==> src/rtl/sprite_blit_writer.sv <==
// sprite_blit_writer
//   Copies a W x H rectangle of palette indices from a combinational sprite
//   ROM into a framebuffer write port, one pixel per clock, raster order.
//   Pixels that land outside the FB_WIDTH x FB_HEIGHT framebuffer still take
//   their cycle but are not written.
//
//   Optional feature macro: BLIT_TRANSPARENCY_EN
//     defined   -> pixels whose ROM value equals TRANS_KEY are not written
//     undefined -> every in-bounds pixel is written
//
// Ports
//   Clk, Reset                 clock, synchronous active-high reset
//   cmd_valid / cmd_ready      command handshake (ready only while idle)
//   cmd_src_base               ROM address of sprite pixel (0,0), row stride = cmd_w
//   cmd_dst_x / cmd_dst_y      framebuffer position of sprite pixel (0,0)
//   cmd_w / cmd_h              sprite size in pixels
//   rom_addr / rom_data        sprite ROM read port (data valid same cycle)
//   fb_we / fb_addr / fb_data  registered framebuffer write port
//   busy                       high from the cycle after accept through DONE
//   done                       one-cycle completion pulse
module sprite_blit_writer #(
  parameter int                ADDR_W    = 19,
  parameter int                PIX_W     = 5,
  parameter int                FB_WIDTH  = 320,
  parameter int                FB_HEIGHT = 240,
  parameter logic [PIX_W-1:0]  TRANS_KEY = '0
) (
  input  logic              Clk,
  input  logic              Reset,
  input  logic              cmd_valid,
  output logic              cmd_ready,
  input  logic [ADDR_W-1:0] cmd_src_base,
  input  logic [9:0]        cmd_dst_x,
  input  logic [9:0]        cmd_dst_y,
  input  logic [9:0]        cmd_w,
  input  logic [9:0]        cmd_h,
  output logic [ADDR_W-1:0] rom_addr,
  input  logic [PIX_W-1:0]  rom_data,
  output logic              fb_we,
  output logic [ADDR_W-1:0] fb_addr,
  output logic [PIX_W-1:0]  fb_data,
  output logic              busy,
  output logic              done
);

`ifdef BLIT_TRANSPARENCY_EN
  localparam bit SKIP_KEY = 1'b1;
`else
  localparam bit SKIP_KEY = 1'b0;
`endif

  localparam logic [10:0]       FB_W11 = 11'(FB_WIDTH);
  localparam logic [10:0]       FB_H11 = 11'(FB_HEIGHT);
  localparam logic [ADDR_W-1:0] FB_W_A = ADDR_W'(FB_WIDTH);
  localparam logic [ADDR_W-1:0] ONE_A  = ADDR_W'(1);

  typedef enum logic [1:0] {
    S_IDLE,
    S_RUN,
    S_DONE
  } state_t;

  state_t            state_q, state_d;
  logic [9:0]        w_q, w_d;
  logic [9:0]        h_q, h_d;
  logic [9:0]        dst_x_q, dst_x_d;
  logic [9:0]        dst_y_q, dst_y_d;
  logic [9:0]        col_q, col_d;
  logic [9:0]        row_q, row_d;
  logic [ADDR_W-1:0] rom_addr_q, rom_addr_d;
  logic [ADDR_W-1:0] pix_addr_q, pix_addr_d;   // fb address of the presented pixel
  logic              fb_we_q, fb_we_d;
  logic [ADDR_W-1:0] fb_addr_q, fb_addr_d;
  logic [PIX_W-1:0]  fb_data_q, fb_data_d;
  logic              busy_q, busy_d;
  logic              done_q, done_d;
  logic              cmd_ready_q, cmd_ready_d;

  logic [10:0]       x11, y11;
  logic              in_bounds, pix_skip, last_col, last_row;

  always_comb begin
    state_d     = state_q;
    w_d         = w_q;
    h_d         = h_q;
    dst_x_d     = dst_x_q;
    dst_y_d     = dst_y_q;
    col_d       = col_q;
    row_d       = row_q;
    rom_addr_d  = rom_addr_q;
    pix_addr_d  = pix_addr_q;
    fb_we_d     = 1'b0;
    fb_addr_d   = fb_addr_q;
    fb_data_d   = fb_data_q;

    // 11-bit sums so a destination near 1023 cannot wrap back on-screen
    x11       = {1'b0, dst_x_q} + {1'b0, col_q};
    y11       = {1'b0, dst_y_q} + {1'b0, row_q};
    in_bounds = (x11 < FB_W11) && (y11 < FB_H11);
    pix_skip  = SKIP_KEY && (rom_data == TRANS_KEY);
    last_col  = (col_q == w_q - 10'd1);
    last_row  = (row_q == h_q - 10'd1);

    case (state_q)
      S_IDLE: begin
        if (cmd_valid && cmd_ready_q) begin
          w_d        = cmd_w;
          h_d        = cmd_h;
          dst_x_d    = cmd_dst_x;
          dst_y_d    = cmd_dst_y;
          col_d      = '0;
          row_d      = '0;
          rom_addr_d = cmd_src_base;
          // Constant-coefficient product, evaluated once per command only
          pix_addr_d = ADDR_W'(cmd_dst_y) * FB_W_A + ADDR_W'(cmd_dst_x);
          state_d    = (cmd_w == 10'd0 || cmd_h == 10'd0) ? S_DONE : S_RUN;
        end
      end
      S_RUN: begin
        fb_we_d = in_bounds && !pix_skip;
        if (fb_we_d) begin
          fb_addr_d = pix_addr_q;
          fb_data_d = rom_data;
        end
        if (last_col && last_row) begin
          state_d = S_DONE;
        end else begin
          rom_addr_d = rom_addr_q + ONE_A;
          if (last_col) begin
            col_d      = '0;
            row_d      = row_q + 10'd1;
            pix_addr_d = pix_addr_q + FB_W_A - ADDR_W'(w_q) + ONE_A;
          end else begin
            col_d      = col_q + 10'd1;
            pix_addr_d = pix_addr_q + ONE_A;
          end
        end
      end
      S_DONE: begin
        state_d = S_IDLE;
      end
      default: begin
        state_d = S_IDLE;
      end
    endcase

    // Status outputs are registered from the next state so they line up
    // with the state they describe
    done_d      = (state_d == S_DONE);
    busy_d      = (state_d != S_IDLE);
    cmd_ready_d = (state_d == S_IDLE);
  end

  always_ff @(posedge Clk) begin
    if (Reset) begin
      state_q     <= S_IDLE;
      w_q         <= '0;
      h_q         <= '0;
      dst_x_q     <= '0;
      dst_y_q     <= '0;
      col_q       <= '0;
      row_q       <= '0;
      rom_addr_q  <= '0;
      pix_addr_q  <= '0;
      fb_we_q     <= 1'b0;
      fb_addr_q   <= '0;
      fb_data_q   <= '0;
      busy_q      <= 1'b0;
      done_q      <= 1'b0;
      cmd_ready_q <= 1'b0;
    end else begin
      state_q     <= state_d;
      w_q         <= w_d;
      h_q         <= h_d;
      dst_x_q     <= dst_x_d;
      dst_y_q     <= dst_y_d;
      col_q       <= col_d;
      row_q       <= row_d;
      rom_addr_q  <= rom_addr_d;
      pix_addr_q  <= pix_addr_d;
      fb_we_q     <= fb_we_d;
      fb_addr_q   <= fb_addr_d;
      fb_data_q   <= fb_data_d;
      busy_q      <= busy_d;
      done_q      <= done_d;
      cmd_ready_q <= cmd_ready_d;
    end
  end

  assign cmd_ready = cmd_ready_q;
  assign rom_addr  = rom_addr_q;
  assign fb_we     = fb_we_q;
  assign fb_addr   = fb_addr_q;
  assign fb_data   = fb_data_q;
  assign busy      = busy_q;
  assign done      = done_q;

endmodule

==> config.mk <==
export PLATFORM = sky130hd
export DESIGN_NAME = sprite_blit_writer
export DESIGN_NICKNAME = d
export VERILOG_FILES = /design/src/rtl/sprite_blit_writer.sv
export SDC_FILE = /design/constraint.sdc
export NUM_CORES = 1
export LEC_CHECK = 0
export ABC_AREA = 1
export BUFFER_PORTS_ARGS = -buffer_cell sky130_fd_sc_hd__buf_2
export CORE_UTILIZATION = 55
export DETAILED_ROUTE_END_ITERATION = 8
export PLACE_DENSITY = 0.76
export SYNTH_ARGS = -nofsm -noshare
export SYNTH_HDL_FRONTEND = slang
export SYNTH_SLANG_ARGS = --single-unit
==> constraint.sdc <==
create_clock -name Clk -period 3.02 [get_ports Clk]
set_input_delay 0.151 -clock Clk [delete_from_list [all_inputs] [get_ports Clk]]
set_output_delay 0.151 -clock Clk [all_outputs]
set_load 0.005 [all_outputs]
Word level (Yosys, flattened, before mapping)
Index checks and enable logic that the tools add are counted.
{ "word_totals": {"wordCells": 71, "input_bits": 67, "out_inout_bits": 47, "regBits": 128} }
{ "classes": {"bitwise_logic": 1, "n_eq_ne": 7, "reduce_logical": 15, "muxes": 18, "magnitude_cmp": 2, "multipliers": 1, "addsub": 12} }
{ "op_table": {"columns": ["op", "count"], "rows": [
  ["$mux 19", 5],
  ["$pmux 19 s2", 2],
  ["$add 19x1->19 const B", 3],
  ["$mux 10", 5],
  ["$pmux 10 s2", 2],
  ["$add 10x10->11", 2],
  ["$add 10x1->10 const B", 2],
  ["$eq 10x10->1", 2],
  ["$logic_not 10->1", 2],
  ["$sub 10x1->10 const B", 2],
  ["$add 19x10->19", 1],
  ["$add 19x9->19 const B", 1],
  ["$sub 19x10->19", 1],
  ["$mul 10x3->13 const B", 1],
  ["$lt 11x8->1 const B", 1],
  ["$lt 11x9->1 const B", 1],
  ["$mux 2", 3],
  ["$ne 2x2->1 const B", 3],
  ["$logic_not 2->1", 2],
  ["$pmux 2 s2", 1],
  ["$reduce_and 2->1", 2],
  ["$reduce_and 4->1", 1],
  ["$reduce_bool 2->1", 2],
  ["$logic_and 1x1->1", 3],
  ["6 further kinds", 6]
]} }

Logic depth before layout (Yosys ltp)
Gate-level depths: netlist of the first run.
{ "depth": {"depth_word": 6, "depth_mapped": 19, "depth_no_buf": 19} }

Worst setup path after synthesis of the first run
No wires, ideal clock.
{ "synth_path": {"path_kind": "register -> register", "start": "register pix_addr_q[1]", "end": "register pix_addr_q[11]", "path_stages_with_launch": 18, "slack_ns": 0.672, "setup_time_ns": 0.117, "n_path_buf": 0, "arrival_time_ns": 2.231, "required_ns": 2.903, "period_less_slack_ns": 2.348, "cell_sequence": "dfxtp_1 inv_1 ha_1 inv_1 ha_1 fa_1 nand3_1 nand3_1 nand2_1 nand2_1 nand2_1 nand2_1 xnor2_1 nand3_1 nand3_1 nand2_1 nor2_1 nor2_1"} }
{ "synth_between": {"elab_chain_cells": 6, "elab_cells_between_ends": 7, "cone_classes": "add/sub (4); mux (3)"} }
{ "synth_rtl": {"columns": ["element", "line", "source"], "rows": [
  ["start, declared", "71", "logic [ADDR_W-1:0] pix_addr_q, pix_addr_d;"],
  ["start signal, assigned", "180", "pix_addr_q <= pix_addr_d;"],
  ["$add 19x9->19", "132", "pix_addr_d = pix_addr_q + FB_W_A - ADDR_W'(w_q) + ONE_A;"],
  ["$sub 19x10->19", "132", null],
  ["$add 19x1->19", "132", null],
  ["$mux 19 (*)", "129", "if (last_col) begin"],
  ["$mux 19 (*)", "125", "if (last_col && last_row) begin"],
  ["$pmux 19 s2 (*)", "104", "case (state_q)"]
]} }
Every way passes the cells marked *; elsewhere a longest branch is shown, timed or not. The select of a mux whose other input is x is not followed.
A chain may end at the register's enable or synchronous reset.

Worst setup path in the final report of the first run
{ "layout_path": {"start": "register pix_addr_q[1]", "end": "register pix_addr_q[15]"} }
The elaborated chain is that of the path after synthesis.

==> results by group, run 1 <==
Finish
  • Layout cell share with drive strength beyond 1: 11.8%
  • Leading cell type in the layout, fill and taps excluded: nand2_1
  • Nets@finish: 1832
  • Most used cells in the layout excluding fill and tap cells: nand2_1 (381), nor2_1 (234), inv_1 (156)
  • Core Util, Final: 66.0%
  • Final non-filler cell total: 1922
  • Ant diodes: 0
  • Final instance area: 0.0115 mm^2
  • Area grow syn2layout: 16.6%

Placed design
  • Post-DP HPWL: 21000 um
  • Port Buffers: 113
  • GPL Wtd Cong: about 0.95
  • Setup Slack @ Placement: 0.136 ns
  • Dpl cell area: 0.0107 mm^2
  • Placed Cells: about 1900

Timing
  • FMAX: 0.354 GHz
  • Period utilization: 93.6%
  • Final Skew: 0.0128 ns
  • Minimum clock period after layout: 2.83 ns
  • Setup Viol. Count Final: 0
  • RSZ-0062 raised after global routing: no
  • Post-route setup slack: 0.194 ns
  • Sum Neg Setup Slack: 0 ns
  • Final Hold Vio Count: 0
  • Worst Tran Pin Value: 0.918 ns
  • Max transition margin: 38.7%
  • Slew Limit Fails: 0

Setup path
  • Worst endpoint required time: 3.38 ns
  • Worst Setup Path Type: reg2reg
  • Critical Path Sink Type: register
  • Crit path launch type: register
  • Worst-path fanout max: 6
  • R2R cell count: 16
  • Critical path arrival: 3.19 ns

Drt
  • Avg Vias per Cell: 5.46
  • WL/cell: about 15 um
  • Drt first-iter violations: ~760
  • Total wire length: 28700 um
  • DR pass1 iterations: 5
  • Vias: 10495
  • Routed Antenna Nets: 0
  • Drt drc: 0

Logic synthesis
  • YS warnings: 0
  • Cell taking the most area after synthesis: dfxtp_1
  • Seq/Total Area, Yosys: 26.0%
  • Count of cell types in the netlist: 42
  • Post-synthesis cell count: 1564
  • Count of state elements after synthesis: about 130
  • Post-synth top area share: between 20% and 30%
  • Area contributors post-synth: dfxtp_1 (26%), nand2_1 (15%), ha_1 (9.9%), nor2_1 (8.9%), inv_1 (6.0%)
  • Mapped Area: 0.00986 mm^2
  • Synth Net Count: 1712
  • Syn avg cell area: 6.31 um^2

Die
  • Io pins: 114
  • Die Span Y: approximately 140 um
  • Die Wd: 136 um
  • Starting Density: 56.6%
  • Die area: 0.0185 mm^2
  • Core area: 0.0174 mm^2
  • Placement row count: 48

GRT
  • First-pass GRT wire length: 46900 um
  • Initial antenna violation count: 0
  • Largest net degree at the start of global routing: 57
  • GRT Total Usage: 32.1%
  • Via count of the first global-routing pass: 9671
  • GRT Residual Overflow: 0

Power
  • Worst vdd ir: between 400 and 500 uV
  • Sw Pwr: 2500 uW
  • LEAKAGE: 0.00576 uW
  • Comb power frac: a little over a third
  • Net Sw Frac: 38.6%
  • Pwr Density: approximately 560 mW/mm^2
  • Part of the power in registers: 32.0%
  • Internal cell power: 3970 uW
  • Clock share of power: 32.4%

Worst hold path
  • Worst min path class: in2reg
  • Hold path depth: 3

Run
  • Max Cap Viol: 0

Clocking
  • Num CTS Buffers: 17
  • CTS sink cnt: roughly 130
  • H-tree Lvls: 4
  • CTS tree: done
  • Post-CTS Setup Bufs: 0
  • Worst-path clk slew: 0.06 ns
  • CTS root buffer: clkbuf_16
  • Worst-Skew Late Latency: around 0.44 ns
  • Clock Tree Buf Depth: 2

Run status
  • Status: complete, no violations
==> power groups by stage <==
stage          sequential (uW)  combinational (uW)  clock, uW
2_1_floorplan             2060                1640          0
5_1_grt                   2090                2600       2180
3_5_place_dp              2100                2230          0
3_3_place_gp              2100                2200          0
6_report                  2070                2300       2100
4_1_cts                   2060                2270       2110
==> cell usage after synthesis, drive strengths merged <==
library cell / count
a211oi: 1
ha: 78
xor2: 35
o21ai: 118
clkbuf: 35
or2: 6
o21bai: 29
xnor2: 28
and2: 1
nand2: 386
a22oi: 1
dfxtp: 128
o21a: 4
a21o: 4
mux2i: 2
o31ai: 2
nor2: 240
nor3: 42
buf: 22
a21oi: 76
nand4: 23
fa: 3
nand3: 117
a31oi: 3
o22ai: 1
nor3b: 3
nor4: 6
nand3b: 12
inv: 158
==> path summary, 6_finish.rpt <==
path	start	to	slack [ns]
max	pix_addr_q[1]	pix_addr_q[15]	0.19
max reg2reg	pix_addr_q[1]	pix_addr_q[15]	0.19
min reg2reg	h_q[1]	h_q[1]	0.48
min	cmd_dst_x[3]	dst_x_q[3]	0.01
==> per-layer routing <==
layer	wire [um]	GRT usage, %
met5	0	0
met2	13000	51.3
met1	13400	43.5
met4	778	12.2
met3	1580	4.70
==> timing repair <==
item,CTS,global route
hold buffers,16,0
hold endpoints to repair,16,0
setup endpoints to repair,0,3
gates resized for setup,0,4
==> through the flow <==
stage          power (uW)  hold slack, ns
2_1_floorplan        3700           0.220
3_3_place_gp         4300           0.381
3_5_place_dp         4330           0.394
4_1_cts              6440       0.0000890
5_1_grt              6870         0.00695
6_report             6480         0.00963
==> logic make-up (layout without fill, tap and decap cells) <==
family | Yosys count | in the layout | share of synthesized area, %
multiplexers | 2 | 2 | 0.203
flip-flops | 128 | 128 | 26.0
adder cells (fa/ha/maj) | 81 | 81 | 10.5
AND/OR/NAND/NOR | 836 | 836 | 35.7
AO/OA/AOI/OAI | 239 | 239 | 13.4
XOR/XNOR | 63 | 63 | 5.60
buffers and inverters | 215 | 348 | 8.60
==> worst max-delay path: stages, from the launching register on <==
cell	delay, ns
dfxtp_4	0.39
inv_1	0.07
ha_1	0.27
inv_1	0.04
ha_1	0.25
fa_1	0.42
nand3_1	0.09
nand3_1	0.14
nand2_1	0.09
nand2_1	0.12
nand2_1	0.11
nand3_1	0.07
nand2_1	0.13
nand4_1	0.17
nand3_1	0.15
nand3_1	0.11
a21oi_1	0.13
==> area by class of cell <==
cell class / count / area (um^2)
Fill cell: 1634 / 5920
Inverter: 158 / 593
Tap cell: 225 / 282
Multi-Input combinational cell: 1221 / 6470
Clock inverter: 15 / 164
Sequential cell: 128 / 2570
Timing Repair Buffer: 158 / 993
Clock buffer: 17 / 425
No activity file was read; power rests on OpenSTA's default activity.
==> run 2, diff against run 1 <==
Settings changed: MAX_ROUTING_LAYER from default to met4.
Clock period 3.02 ns to 3.55 ns, I/O delays scaled along.
==> results by group, run 2 (synthesis gave the netlist of run 1 again) <==
Timing
  • Minimum clock period after layout: 2.95 ns (was 2.83 ns)
  • Setup Viol. Count Final: 0 (unchanged)
  • Max transition margin: 38.7% (about the same)
  • FMAX: 0.339 GHz (was 0.354 GHz)
  • Final Skew: 0.0108 ns (was 0.0128 ns)
  • RSZ-0062 raised after global routing: no (unchanged)
  • Sum Neg Setup Slack: 0 ns (unchanged)
  • Final Hold Vio Count: 0 (unchanged)
  • Period utilization: 83.1% (was 93.6%)
  • Worst Tran Pin Value: 0.918 ns (about the same)
  • Slew Limit Fails: 0 (unchanged)

Clocking
  • Worst-Skew Late Latency: 0.42 ns (was 0.44 ns)
  • H-tree Lvls: 4 (unchanged)
  • CTS root buffer: clkbuf_16 (unchanged)
  • Worst-path clk slew: 0.06 ns (about the same)
  • Clock Tree Buf Depth: 2 (unchanged)
  • Post-CTS resize count: 0 (unchanged)
  • Post-CTS Hold Buffers: 4 (was 16)
  • Post-CTS Setup Bufs: 0 (unchanged)
  • CTS tree: done (unchanged)
  • Num CTS Buffers: 17 (unchanged)
  • CTS sink cnt: 128 (unchanged)

Placed design
  • Port Buffers: 113 (unchanged)
  • Post-DP HPWL: 20000 um (was 21000 um)
  • GPL Wtd Cong: 0.933 (was 0.954)
  • Dpl cell area: 0.0106 mm^2 (was 0.0107 mm^2)

Die
  • Placement row count: 48 (unchanged)
  • Die area: 0.0185 mm^2 (unchanged)
  • Core area: 0.0174 mm^2 (unchanged)
  • Die Span Y: 136 um (unchanged)
  • Starting Density: 56.6% (unchanged)
  • Io pins: 114 (unchanged)
  • Die Wd: 136 um (unchanged)

Setup path
  • Worst Setup Path Type: reg2reg (unchanged)
  • Critical path arrival: 3.25 ns (was 3.19 ns)
  • Critical Path Sink Type: register (unchanged)
  • Reg-to-reg slack, setup: 0.60 ns (was 0.19 ns)
  • Crit path launch type: register (unchanged)
  • Worst endpoint required time: 3.84 ns (was 3.38 ns)
  • Worst-path fanout max: 64 (was 6)

Worst hold path
  • Worst min path class: in2reg (unchanged)

Run
  • Max Cap Viol: 0 (unchanged)

Finish
  • Layout cell share with drive strength beyond 1: 10.5% (was 11.8%)
  • Most used cells in the layout excluding fill and tap cells: nand2_1 (381), nor2_1 (235), inv_1 (156) (was nand2_1 (381), nor2_1 (234), inv_1 (156))
  • Layout fillers: 1652 (was 1634)
  • Leading cell type in the layout, fill and taps excluded: nand2_1 (unchanged)
  • Core Util, Final: 64.5% (was 66.0%)
  • Ant diodes: 0 (unchanged)
  • Nets@finish: 1803 (was 1832)
  • Area grow syn2layout: 13.8% (was 16.6%)
  • Final instance area: 0.0112 mm^2 (was 0.0115 mm^2)

Drt
  • Drt drc: 0 (unchanged)
  • Total wire length: 27100 um (was 28700 um)
  • DR pass1 iterations: 5 (unchanged)
  • Routed Antenna Nets: 0 (unchanged)
  • Vias: 10230 (was 10495)
  • Drt first-iter violations: 766 (was 756)
  • Avg Vias per Cell: 5.40 (was 5.46)
  • WL/cell: 14.3 um (was 14.9 um)

Power
  • LEAKAGE: 0.00563 uW (was 0.00576 uW)
  • Pwr Density: 491 mW/mm^2 (was 563 mW/mm^2)
  • Worst vdd ir: 393 uV (was 451 uV)

Run status
  • Status: complete, no violations (unchanged)

GRT
  • Initial antenna violation count: 0 (unchanged)
  • First-pass GRT wire length: 44200 um (was 46900 um)
  • Largest net degree at the start of global routing: 65 (was 57)
  • GRT Total Usage: 30.9% (was 32.1%)
  • GRT Residual Overflow: 0 (unchanged)
  • Via count of the first global-routing pass: 9248 (was 9671)
==> run 2: per-stage QoR <==
| stage | power (uW) | instances | hold slack (ns) | worst slack [ns] |
|---|---|---|---|---|
| after floorplan | 3140 | 1564 | 0.247 | 1.20 |
| after global placement | 3590 | 1856 | 0.409 | 0.737 |
| after detailed placement | 3620 | 1856 | 0.417 | 0.650 |
| after CTS | 5500 | 1892 | 0.00231 | 0.598 |
| after global routing | 5860 | 1893 | 0.0172 | 0.245 |
| final | 5510 | 1893 | 0.00803 | 0.600 |
==> run 2: worst paths after layout <==
path,startpoint,to,cells past startpoint
max,w_q[0],row_q[1],17
min,cmd_dst_x[3],dst_x_q[3],3
max reg2reg,w_q[0],row_q[1],17
min reg2reg,h_q[1],h_q[1],2
==> run 2: worst max-delay path, stage by stage (launching register included) <==
cell and delay (ns):
dfxtp_1 0.31, inv_1 0.20, ha_1 0.37, nand2_1 0.10, nand3_1 0.10, nand2_1 0.07
nor2_1 0.12, nand2_1 0.06, nor2_1 0.08, nand4_1 0.16, nor2_4 0.17, nand2_2 0.10
nand2_2 0.10, nand2_4 0.35, nand2_1 0.34, nand2_1 0.08, nand2_1 0.07, nor2_1 0.04
==> run 2: per-layer routing <==
| metal | wire length [um] | up-vias | global-route usage [%] |
|---|---|---|---|
| li1 | - | 5262 | - |
| met1 | 12600 | 4636 | 39.9 |
| met2 | 12700 | 294 | 49.9 |
| met3 | 1390 | 38 | 4.77 |
| met4 | 512 | 0 | 8.52 |
| met5 | 0 | - | - |
==> run 2: layout make-up <==
type                            count  area (um^2)  share of cell area [%]
Clock buffer                       23          468                    4.17
Clock inverter                      9          156                    1.39
Inverter                          158          593                    5.28
Multi-Input combinational cell   1221         6470                    57.6
Sequential cell                   128         2560                    22.8
Tap cell                          225          282                    2.51
Timing Repair Buffer              129          698                    6.22
==> run 2: report_power, final <==
group	switching, uW	total [uW]	internal (uW)	leakage (uW)
registers	184	1780	1590	0.00105
clock network	661	1870	1210	0.000294
logic	1160	1860	699	0.00429
total	2000	5510	3500	0.00563
==> run 3, diff against run 2 <==
Settings changed: ABC_AREA 1 to 0.
Clock period 3.55 ns to 2.8 ns, I/O delays scaled along.
==> results by group, run 3 <==
Setup path
  • Worst Setup Path Type: reg2reg (unchanged)
  • CP max stage cell: or4b_4 (was ha_1)
  • Crit path launch type: register (unchanged)
  • Crit path cell chain: inv_2 > ha_4 > or4b_4 > nor2_4 > xnor2_2 > nor4_4 > o221ai_4 > a211o_1 > or3_4 > or4_4 > a21oi_2 (was inv_1 > ha_1 > nand2_1 > nand3_1 > nand2_1 > nor2_1 > nand2_1 > nor2_1 > nand4_1 > nor2_4 > nand2_2 > nand2_2 > nand2_4 > nand2_1 > nand2_1 > nand2_1 > nor2_1)
  • Worst-path fanout max: 4 (was 64)
  • Critical path arrival: 3.48 ns (was 3.25 ns)
  • Worst endpoint required time: 3.16 ns (was 3.84 ns)
  • CP max stage delay: 0.49 ns (was 0.37 ns)
  • Critical Path Sink Type: register (unchanged)

Logic synthesis
  • Post-synthesis mux area share: 3.90% (was 0.203%)
  • Largest family of logic cells by synthesized area: simple AND/OR/NAND/NOR gates (unchanged)
  • Most frequent cell after synthesis: nand2_1 (unchanged)
  • Post-Synth Adder-Cell Area: 11.9% (was 10.5%)
  • Count of state elements after synthesis: 128 (unchanged)
  • YS warnings: 0 (unchanged)
  • Post-Synth Simple-Gate Area: 21.8% (was 35.7%)
  • XOR/XNOR share of the synthesized area: 8.73% (was 5.60%)
  • Mapped Area: 0.00873 mm^2 (was 0.00986 mm^2)
  • Post-synthesis compound-gate area fraction: 20.1% (was 13.4%)
  • Post-synth top area share: 29.3% (was 26.0%)
  • Primary FF master, synth: dfxtp_1 (unchanged)
  • Post-synth EDFFs: 0 (unchanged)
  • Synth top cells by count: nand2_1 (143), dfxtp_1 (128), nor2_1 (113) (was nand2_1 (381), nor2_1 (235), inv_1 (157))
  • Seq/Total Area, Yosys: 29.3% (was 26.0%)
  • Area contributors post-synth: dfxtp_1 (29%), ha_1 (11%), nand2_1 (6.1%), a21oi_1 (6.1%), xnor2_1 (5.7%) (was dfxtp_1 (26%), nand2_1 (15%), ha_1 (9.9%), nor2_1 (8.9%), inv_1 (6.0%))
  • Syn avg cell area: 7.87 um^2 (was 6.31 um^2)
  • Synth Net Count: 1258 (was 1712)
  • Count of cell types in the netlist: 65 (was 42)
  • Post-synthesis cell count: 1110 (was 1564)
  • Post-synth ARST share: 0% (unchanged)
  • Cell taking the most area after synthesis: dfxtp_1 (unchanged)

Timing
  • FMAX: 0.320 GHz (was 0.339 GHz)
  • Post-route setup slack: -0.321 ns (was 0.600 ns)
  • Sum Neg Setup Slack: -3.55 ns (was 0 ns)
  • Period utilization: 111% (was 83.1%)
  • Setup Viol. Count Final: 50 (was 0)
  • RSZ-0062 raised after global routing: yes (was no)
  • Minimum clock period after layout: 3.12 ns (was 2.95 ns)
  • Slew Limit Fails: 0 (unchanged)
  • Max transition margin: 54.0% (was 38.7%)
  • Final Skew: 0.0109 ns (was 0.0108 ns)
  • Worst Tran Pin Value: 0.689 ns (was 0.918 ns)
  • Final Hold Vio Count: 0 (unchanged)

Finish
  • Most used cells in the layout excluding fill and tap cells: nand2_1 (141), buf_4 (124), dfxtp_1 (113), buf_2 (113), nor2_1 (107) (was nand2_1 (381), nor2_1 (235), inv_1 (156))
  • Register area: 0.00259 mm^2 (was 0.00256 mm^2)
  • Layout cell share with drive strength beyond 1: 30.1% (was 10.5%)
  • Ant diodes: 0 (unchanged)
  • Leading cell type in the layout, fill and taps excluded: nand2_1 (unchanged)
  • Nets@finish: 1520 (was 1803)
  • Area of the multi-input gates: 0.00653 mm^2 (was 0.00647 mm^2)
  • Layout fillers: 909 (was 1652)
  • Core Util, Final: 80.7% (was 64.5%)
  • Area grow syn2layout: 42.1% (was 13.8%)

Drt
  • Routed Antenna Nets: 0 (unchanged)
  • Avg Vias per Cell: 6.15 (was 5.40)
  • Drt drc: 0 (unchanged)
  • Drt first-iter violations: 1113 (was 766)
  • WL/cell: 19.7 um (was 14.3 um)
  • Total wire length: 31400 um (was 27100 um)
  • DR pass1 iterations: 5 (unchanged)
  • Vias: 9823 (was 10230)

GRT
  • GRT Total Usage: 34.7% (was 30.9%)
  • Via count of the first global-routing pass: 8753 (was 9248)
  • Largest net degree at the start of global routing: 62 (was 65)
  • First-pass GRT wire length: 43400 um (was 44200 um)
  • Initial antenna violation count: 0 (unchanged)
  • GRT Residual Overflow: 0 (unchanged)

Clocking
  • Num CTS Buffers: 17 (unchanged)
  • CTS tree: done (unchanged)
  • CTS root buffer: clkbuf_16 (unchanged)
  • Worst-Skew Late Latency: 0.44 ns (was 0.42 ns)
  • CTS sink cnt: 128 (unchanged)
  • H-tree Lvls: 4 (unchanged)
  • Worst-path clk slew: 0.06 ns (about the same)
  • Clock Tree Buf Depth: 2 (unchanged)

Power
  • Pwr Density: 554 mW/mm^2 (was 491 mW/mm^2)
  • Worst vdd ir: 553 uV (was 393 uV)
  • LEAKAGE: 0.00556 uW (was 0.00563 uW)

Die
  • Die Span Y: 128 um (was 136 um)
  • Io pins: 114 (unchanged)
  • Starting Density: 56.8% (was 56.6%)
  • Die area: 0.0164 mm^2 (was 0.0185 mm^2)
  • Placement row count: 45 (was 48)
  • Die Wd: 128 um (was 136 um)
  • Core area: 0.0154 mm^2 (was 0.0174 mm^2)

Run
  • Max Cap Viol: 0 (unchanged)

Placed design
  • Post-DP HPWL: 18300 um (was 20000 um)
  • GPL Wtd Cong: 0.908 (was 0.933)
  • Port Buffers: 113 (unchanged)

Run status
  • Status: finished with violations (was complete, no violations)
  • Failing checks: setup timing

Worst hold path
  • Worst min path class: in2reg (unchanged)
-- run 3: cell count changes in the layout (fill, tap and decap cells not counted), moves of 30 or more --
cell           before  now
buf_4              11  124
dlygate4sd3_1       5   39
inv_1             156   39
mux2i_1             2   32
nand2_1           381  141
nand3_1           116   35
nor2_1            235  107
nor3_1             41   11
o21ai_0           114   32
-- run 3: worst max-delay path, delay by kind of cell, from the launching register on --
kind	cells	cell delay, ns
and+or+nand+nor	5	1.73
AOI/OAI and AO/OA	3	0.67
DFF	1	0.35
adders and majority gates	1	0.13
xor gates and xnor gates	1	0.09
buffers and inverters	1	0.08
-- run 3: worst paths after layout --
check	start	endpoint	slack, ns	cells past startpoint
worst max-delay path	w_q[1]	row_q[7]	-0.32	11
worst min-delay path	cmd_w[0]	w_q[0]	0.007	3
worst max register to register	w_q[1]	row_q[7]	-0.32	11
worst min register to register	dst_x_q[6]	dst_x_q[6]	0.47	2
-- run 3: metal layers --
metal  share of wire [%]  vias to the layer above  wire length [um]  global-route usage (%)
met1                  40                     4619             12500                    43.1
met3                 8.6                      149              2710                    5.88
li1                    -                     4489                 -                       -
met5                   0                        -                 0                       -
met2                  47                      566             14900                    56.6
met4                 4.4                        0              1370                    13.0
-- run 3: cells by family after synthesis --
logic type      after synthesis
compound gates              274
xor+xnor                     87
fa+ha+maj                    81
buf+inv                      98
flops                       128
mux                          34
simple gates                408
-- run 3: final cells by class --
cell class,count,share of cell area (%)
multi-input cells,884,52.6
flip-flops and latches,128,20.9
inverters,43,1.30
well taps,211,2.13
clock inverters,15,1.27
clock buffers,17,3.43
repair buffers,298,18.4
-- run 3: through the flow --
stage	hold WS [ns]	worst slack (ns)	total power, uW	area, um^2	instances
floorplan	0.268	-0.163	3360	8890	1110
global placement	0.372	-0.217	3990	10300	1484
detailed placement	0.378	-0.293	4030	10300	1484
CTS	0.00293	-0.206	6380	11500	1564
global route	0.00818	-0.367	7140	12400	1596
finish	0.00722	-0.321	6870	12400	1596
-- run 3: repair_timing --
item	CTS	global route
pin swaps	14	41
buffers inserted	8	26
hold buffers	39	0
gates resized for setup	20	112
cloned	1	9
endpoints found under the hold margin	40	0
setup endpoints to repair	41	72
-- run 3: report_power, final --
group / leakage (uW) / total (uW) / switching [uW] / internal, uW
sequential: 0.00105 / 2040 / 118 / 1930
combinational: 0.00422 / 2560 / 1350 / 1210
clock: 0.000285 / 2260 / 944 / 1320
